$ cat src/rtl/fa_pkg.sv
// Shared full-adder types and cell equation.
//   fa_in_t  : one bit of operand A, one bit of operand B, carry in
//   fa_out_t : sum bit, carry out
//   fa_eval  : the single-bit full-adder equation. The cell uses it, and so
//              does any model that needs the same bundle semantics.
package fa_pkg;

  localparam int unsigned FA_WIDTH_MIN = 1;
  localparam int unsigned FA_WIDTH_MAX = 64;

  typedef struct packed {
    logic a;
    logic b;
    logic cin;
  } fa_in_t;

  typedef struct packed {
    logic sum;
    logic cout;
  } fa_out_t;

  function automatic fa_out_t fa_eval(input fa_in_t x);
    fa_out_t r;
    r.sum  = x.a ^ x.b ^ x.cin;
    r.cout = (x.a & x.b) | (x.a & x.cin) | (x.b & x.cin);
    return r;
  endfunction

endpackage

$ cat src/rtl/fa_cell.sv
// Purely combinational 1-bit full adder on the fa bundle.
// Ports:
//   fa_in  : {a, b, cin}
//   fa_out : {sum, cout}
module fa_cell
  import fa_pkg::*;
(
  input  fa_in_t  fa_in,
  output fa_out_t fa_out
);

  always_comb begin
    fa_out = fa_eval(fa_in);
  end

endmodule

$ cat src/rtl/fa_reg_adder.sv
// Registered WIDTH-bit ripple-carry adder built from fa_cell instances.
// The result appears one cycle after in_valid is sampled high.
// Ports:
//   clk       : clock, rising edge
//   rst       : synchronous reset, active-high; has priority over in_valid
//   in_valid  : a/b/cin are valid this cycle
//   a, b      : WIDTH-bit unsigned operands
//   cin       : carry into bit 0
//   out_valid : sum/cout hold a fresh result
//   sum       : registered (a + b + cin) mod 2^WIDTH
//   cout      : registered carry out of bit WIDTH-1
module fa_reg_adder
  import fa_pkg::*;
#(
  parameter int unsigned WIDTH = 1
) (
  input  logic             clk,
  input  logic             rst,
  input  logic             in_valid,
  input  logic [WIDTH-1:0] a,
  input  logic [WIDTH-1:0] b,
  input  logic             cin,
  output logic             out_valid,
  output logic [WIDTH-1:0] sum,
  output logic             cout
);

  logic [WIDTH:0]   carry;
  logic [WIDTH-1:0] sum_comb;

  assign carry[0] = cin;

  for (genvar i = 0; i < WIDTH; i++) begin : g_chain
    fa_in_t  cell_in;
    fa_out_t cell_out;

    assign cell_in = '{a: a[i], b: b[i], cin: carry[i]};

    fa_cell u_cell (
      .fa_in  (cell_in),
      .fa_out (cell_out)
    );

    assign sum_comb[i] = cell_out.sum;
    assign carry[i+1]  = cell_out.cout;
  end

  // Loading sum/cout only when in_valid is high makes idle cycles hold the
  // last result and keeps X on idle inputs out of the registers.
  always_ff @(posedge clk) begin
    if (rst) begin
      out_valid <= 1'b0;
      sum       <= '0;
      cout      <= 1'b0;
    end else begin
      out_valid <= in_valid;
      if (in_valid) begin
        sum  <= sum_comb;
        cout <= carry[WIDTH];
      end
    end
  end

endmodule

$ cat config.mk
export PLATFORM = sky130hd
export DESIGN_NAME = fa_reg_adder
export DESIGN_NICKNAME = d
export VERILOG_FILES = /design/src/rtl/fa_pkg.sv /design/src/rtl/fa_cell.sv /design/src/rtl/fa_reg_adder.sv
export SDC_FILE = /design/constraint.sdc
export NUM_CORES = 1
export LEC_CHECK = 0
export BUFFER_PORTS_ARGS = -buffer_cell sky130_fd_sc_hd__buf_4
export CAP_MARGIN = 20
export CORE_AREA = 2 2 39 41
export CTS_BUF_LIST = sky130_fd_sc_hd__clkbuf_4 sky130_fd_sc_hd__clkbuf_8
export CTS_CLUSTER_DIAMETER = 30
export DETAILED_ROUTE_END_ITERATION = 6
export DIE_AREA = 0 0 41 43
export GPL_ROUTABILITY_DRIVEN = 0
export PLACE_DENSITY = 0.3
export SETUP_SLACK_MARGIN = 0.3
export SLEW_MARGIN = 30
export SYNTH_ARGS = -nofsm -noshare
export SYNTH_HDL_FRONTEND = slang
export SYNTH_HIERARCHICAL = 1
export SYNTH_SLANG_ARGS = --single-unit
$ cat constraint.sdc
create_clock -name clk -period 1.1 [get_ports clk]
set_input_delay 0.165 -clock clk [delete_from_list [all_inputs] [get_ports clk]]
set_output_delay 0.165 -clock clk [all_outputs]
set_load 0.02 [all_outputs]
* Yosys cells after proc, flatten, opt, wreduce, memory -nomap -nowiden
Cells that the tools add are included.
** Storage, ports and cells
- Output and inout port bits :: 3
- Input port bits :: 6
- Flip-flop bits (word level) :: 3
** Cells by class
- Bitwise operators :: 7
** Operator list (number)
- bitwise AND 1 bit :: 3
- OR 1 bit :: 2
- XOR 1 bit :: 2

* Longest topological paths before layout
- Depth in word-level cells :: 3
- Depth in mapped cells :: 3

* Modules after synthesis
Netlist, hierarchy kept.
** Modules (own cells, without submodules)
- fa_reg_adder :: seq. area each 60.1 um^2, cells each 8, area an instance 93.8 um^2, instances 1
- fa_cell :: seq. area each 0.0 um^2, cells each 1, area an instance 20.0 um^2, instances 1

* Worst setup path after synthesis
No wires, ideal clock.
- Path type :: input to register
- From :: input cin
- To :: register sum
- Setup time :: 114 ps
- Required time :: 986 ps
- Arrival time :: 786 ps
- Stages :: 3
- Slack :: 200 ps
- Cell sequence :: fa_1 mux2i_1 nor2_1
** On the way
- Cells in the longest elaborated chain, start to end :: 1
** RTL lines
- start: declaration :: RTL line fa_reg_adder.sv:22 : input logic cin,
- XOR 1 bit :: RTL line fa_pkg.sv:24 : r.sum = x.a ^ x.b ^ x.cin;
- end signal: assignment :: RTL line fa_reg_adder.sv:58 : sum <= sum_comb;
- end: declaration :: RTL line fa_reg_adder.sv:24 : output logic [WIDTH-1:0] sum,
No other way between the ends.
A chain may end at the register's enable or synchronous reset.

* Worst setup path after layout
- From :: register cout
- To :: output cout
** RTL lines
- start: declaration :: RTL line fa_reg_adder.sv:25 : output logic cout
- start signal: assignment :: RTL line fa_reg_adder.sv:59 : cout <= carry[WIDTH];
No word-level cell between the ends.

==> qor.csv <==
stage,metric,value,unit
sta,relSlewSlack,92.37,%
status,status,finished clean,
detailed_routing,routed_wl,265,um
pwr,power.density,1667,nW/um2
yosys,ys_types,5,
worst_setup_path,worstPathArrival,680,ps
cells_and_area,drive_gt1_share,76.19,%
worst_setup_path,reg2regPathDepth,2,
detailed_routing,wire_per_inst,7.162,um
yosys,ys_seq_area_share,52.75,%
yosys,ys_top_cells_by_area,"dfxtp_1 (53%), fa_1 (18%), mux2i_1 (18%)",
sta,fin_skew,0,ps
sta,clock.fmax,1187,MHz
pwr,leakage,0.1114,nW
worst_hold_path,min_path_type,in2reg,
yosys,postSynthCellCount,9,
worst_setup_path,cp_num_cells,1,
floorplanning,fp.coreArea,1384,um2
floorplanning,rows,14,
worst_setup_path,cp_max_fo,2,
detailed_routing,ant_nets,0,
worst_setup_path,endpoint_kind,output pin,
global_routing,antenna_found_initial,0,
clock_tree,cts_buffers,3,
floorplanning,io_pins,9,
worst_setup_path,path_cells,buf_6,
clock_tree,cts.path.max_buffers,2,
sta,rsz0062_at_grt,yes,
detailed_routing,drtIter0Drc,4,
clock_tree,post-cts-setup-buffers,0,
yosys,ys_warn_count,6,
sta,finalSetupTns,0,ps
worst_setup_path,critPathKind,reg2out,
floorplanning,die_area,1763,um2
global_routing,grt-ovfl-total,0,
clock_tree,cts_tree,built,
worst_setup_path,start_kind,flop,
sta,setup_ws,257.8,ps
cells_and_area,fin_cells,37,
sta,min_period,842.2,ps
place,pre_cts_ws,60.21,ps
global_routing,grt_pass1_vias,99,
clock_tree,clk_pin_slew,40,ps
global_routing,grt_max_degree,4,
worst_setup_path,critPathLaunch,cout$_SDFFE_PP0P_,
worst_setup_path,r2r_start,cout$_SDFFE_PP0P_,
clock_tree,clock_sinks,3,
global_routing,grt_pass1_wl,448,um
floorplanning,die_h,43,um
sta,min_period_over_period,76.56,%
yosys,synth_fp_nets,16,
cells_and_area,fill_cells,159,
job,drv_cap,0,
floorplanning,start_util,8.228,%
worst_setup_path,worstReg2RegEnd,cout$_SDFFE_PP0P_,
sta,finalHoldViolCount,0,
floorplanning,dieWidth,41,um
sta,slew_violations,0,
sta,setup_violations,0,
worst_setup_path,critPathTopFamily,flip-flops,
yosys,syn-mean-instance-area,12.65,um2
cells_and_area,n_antenna_cell,0,
cells_and_area,fin_nets,29,
yosys,synth_seq_cells,3,
yosys,yosysTopAreaCell,dfxtp_1,
worst_setup_path,cp-endpoint,cout,
detailed_routing,route.detailed.drc,0,
worst_setup_path,crit_buf_inv,1,
global_routing,grt_use_total,5.035,%
clock_tree,root_buffer,clkbuf_4,
worst_setup_path,r2r_slack,500,ps
worst_setup_path,slowest_stage,dfxtp_2,
pwr,peakVddDrop,708.2,uV
place,place_inst,33,
yosys,synth_area,113.9,um2
detailed_routing,routed_via_density,2.892,
pwr,power.total,0.4089,mW
worst_setup_path,required,940,ps
clock_tree,ctsHtreeMaxLevel,1,
sta,worst_slew_pin_slew,111.3,ps
worst_setup_path,crit_path_max_incr_delay,330,ps
detailed_routing,firstDrtPassIters,3,
sta,whs,91.03,ps
detailed_routing,vias,107,
yosys,synth_top_area_share,52.75,%
clock_tree,clk_latency,230,ps
place,io_buffers,8,
clock_tree,ctsHoldBuffers,0,
cells_and_area,area_growth,115.4,%
## synthesized netlist by cell type (all sizes together)
cell   count
mux2i      2
dfxtp      3
fa         1
nor2       2
nor2b      1
## final cells by class
class / instances / area [um2] / share of cell area (%)
clock buffer: 4 / 30.03 / 12.24
multi-input combinational: 6 / 56.30 / 22.96
sequential: 3 / 63.81 / 26.02
tap: 16 / 20.02 / 8.163
timing repair buffer: 8 / 75.07 / 30.61
## per-layer routing
layer / routed length (um) / part of all wire [%] / global-route usage [%] / up-vias
met5: 0 / 0 / 0 / -
met4: 0 / 0 / 2.000 / 0
met3: 83 / 31 / 9.424 / 0
met2: 62 / 23 / 3.438 / 12
met1: 118 / 45 / 5.844 / 43
li1: - / - / - / 52
## layout by cell type, fill, tap and decap left out
| cell | synthesis | layout |
|---|---|---|
| nor2_1 | 2 | 2 |
| clkbuf_4 | 0 | 4 |
| mux2i_1 | 2 | 2 |
| fa_2 | 0 | 1 |
| nor2b_1 | 1 | 1 |
| dfxtp_2 | 0 | 3 |
| buf_4 | 0 | 4 |
| buf_6 | 0 | 4 |
## report_power, final
part | switching [mW] | internal [mW] | leakage (nW)
Combinational | 0.0257 | 0.0376 | 0.0672
Sequential | 0.00496 | 0.119 | 0.0258
Clock | 0.0609 | 0.161 | 0.0184
Total | 0.0916 | 0.317 | 0.111
## logic make-up after synthesis
logic type | share of synthesized area, %
fa+ha+maj | 17.58
mux | 17.58
flops | 52.75
simple gates | 12.09
## worst min-delay path by stage
stage	cells past startpoint	slack, ps	from	end
2_1_floorplan	1	230	rst	cout$_SDFFE_PP0P_
3_3_place_gp	2	340	rst	cout$_SDFFE_PP0P_
3_5_place_dp	2	350	rst	cout$_SDFFE_PP0P_
4_1_cts	2	90	rst	cout$_SDFFE_PP0P_
5_1_grt	2	90	rst	cout$_SDFFE_PP0P_
6_report	2	90	rst	sum$_SDFFE_PP0P_
## registers in the layout (all words and copies together), names as in the netlist
name,flops
out_valid,1
cout,1
sum,1
## timing repair
| action | 4_1_cts | 5_1_grt |
|---|---|---|
| pin swaps | 0 | 2 |
| endpoints found under the setup margin | 3 | 4 |
| hold endpoints to repair | 0 | 0 |
| gates resized for setup | 6 | 1 |
## per-stage QoR
stage	area [um2]	utilization (%)
6_report	245.2	17.72
3_5_place_dp	196.4	14.20
5_1_grt	245.2	17.72
3_3_place_gp	196.4	14.20
4_1_cts	241.5	17.45
2_1_floorplan	116.4	-
Note: power is estimated with default switching activity, not from simulation.
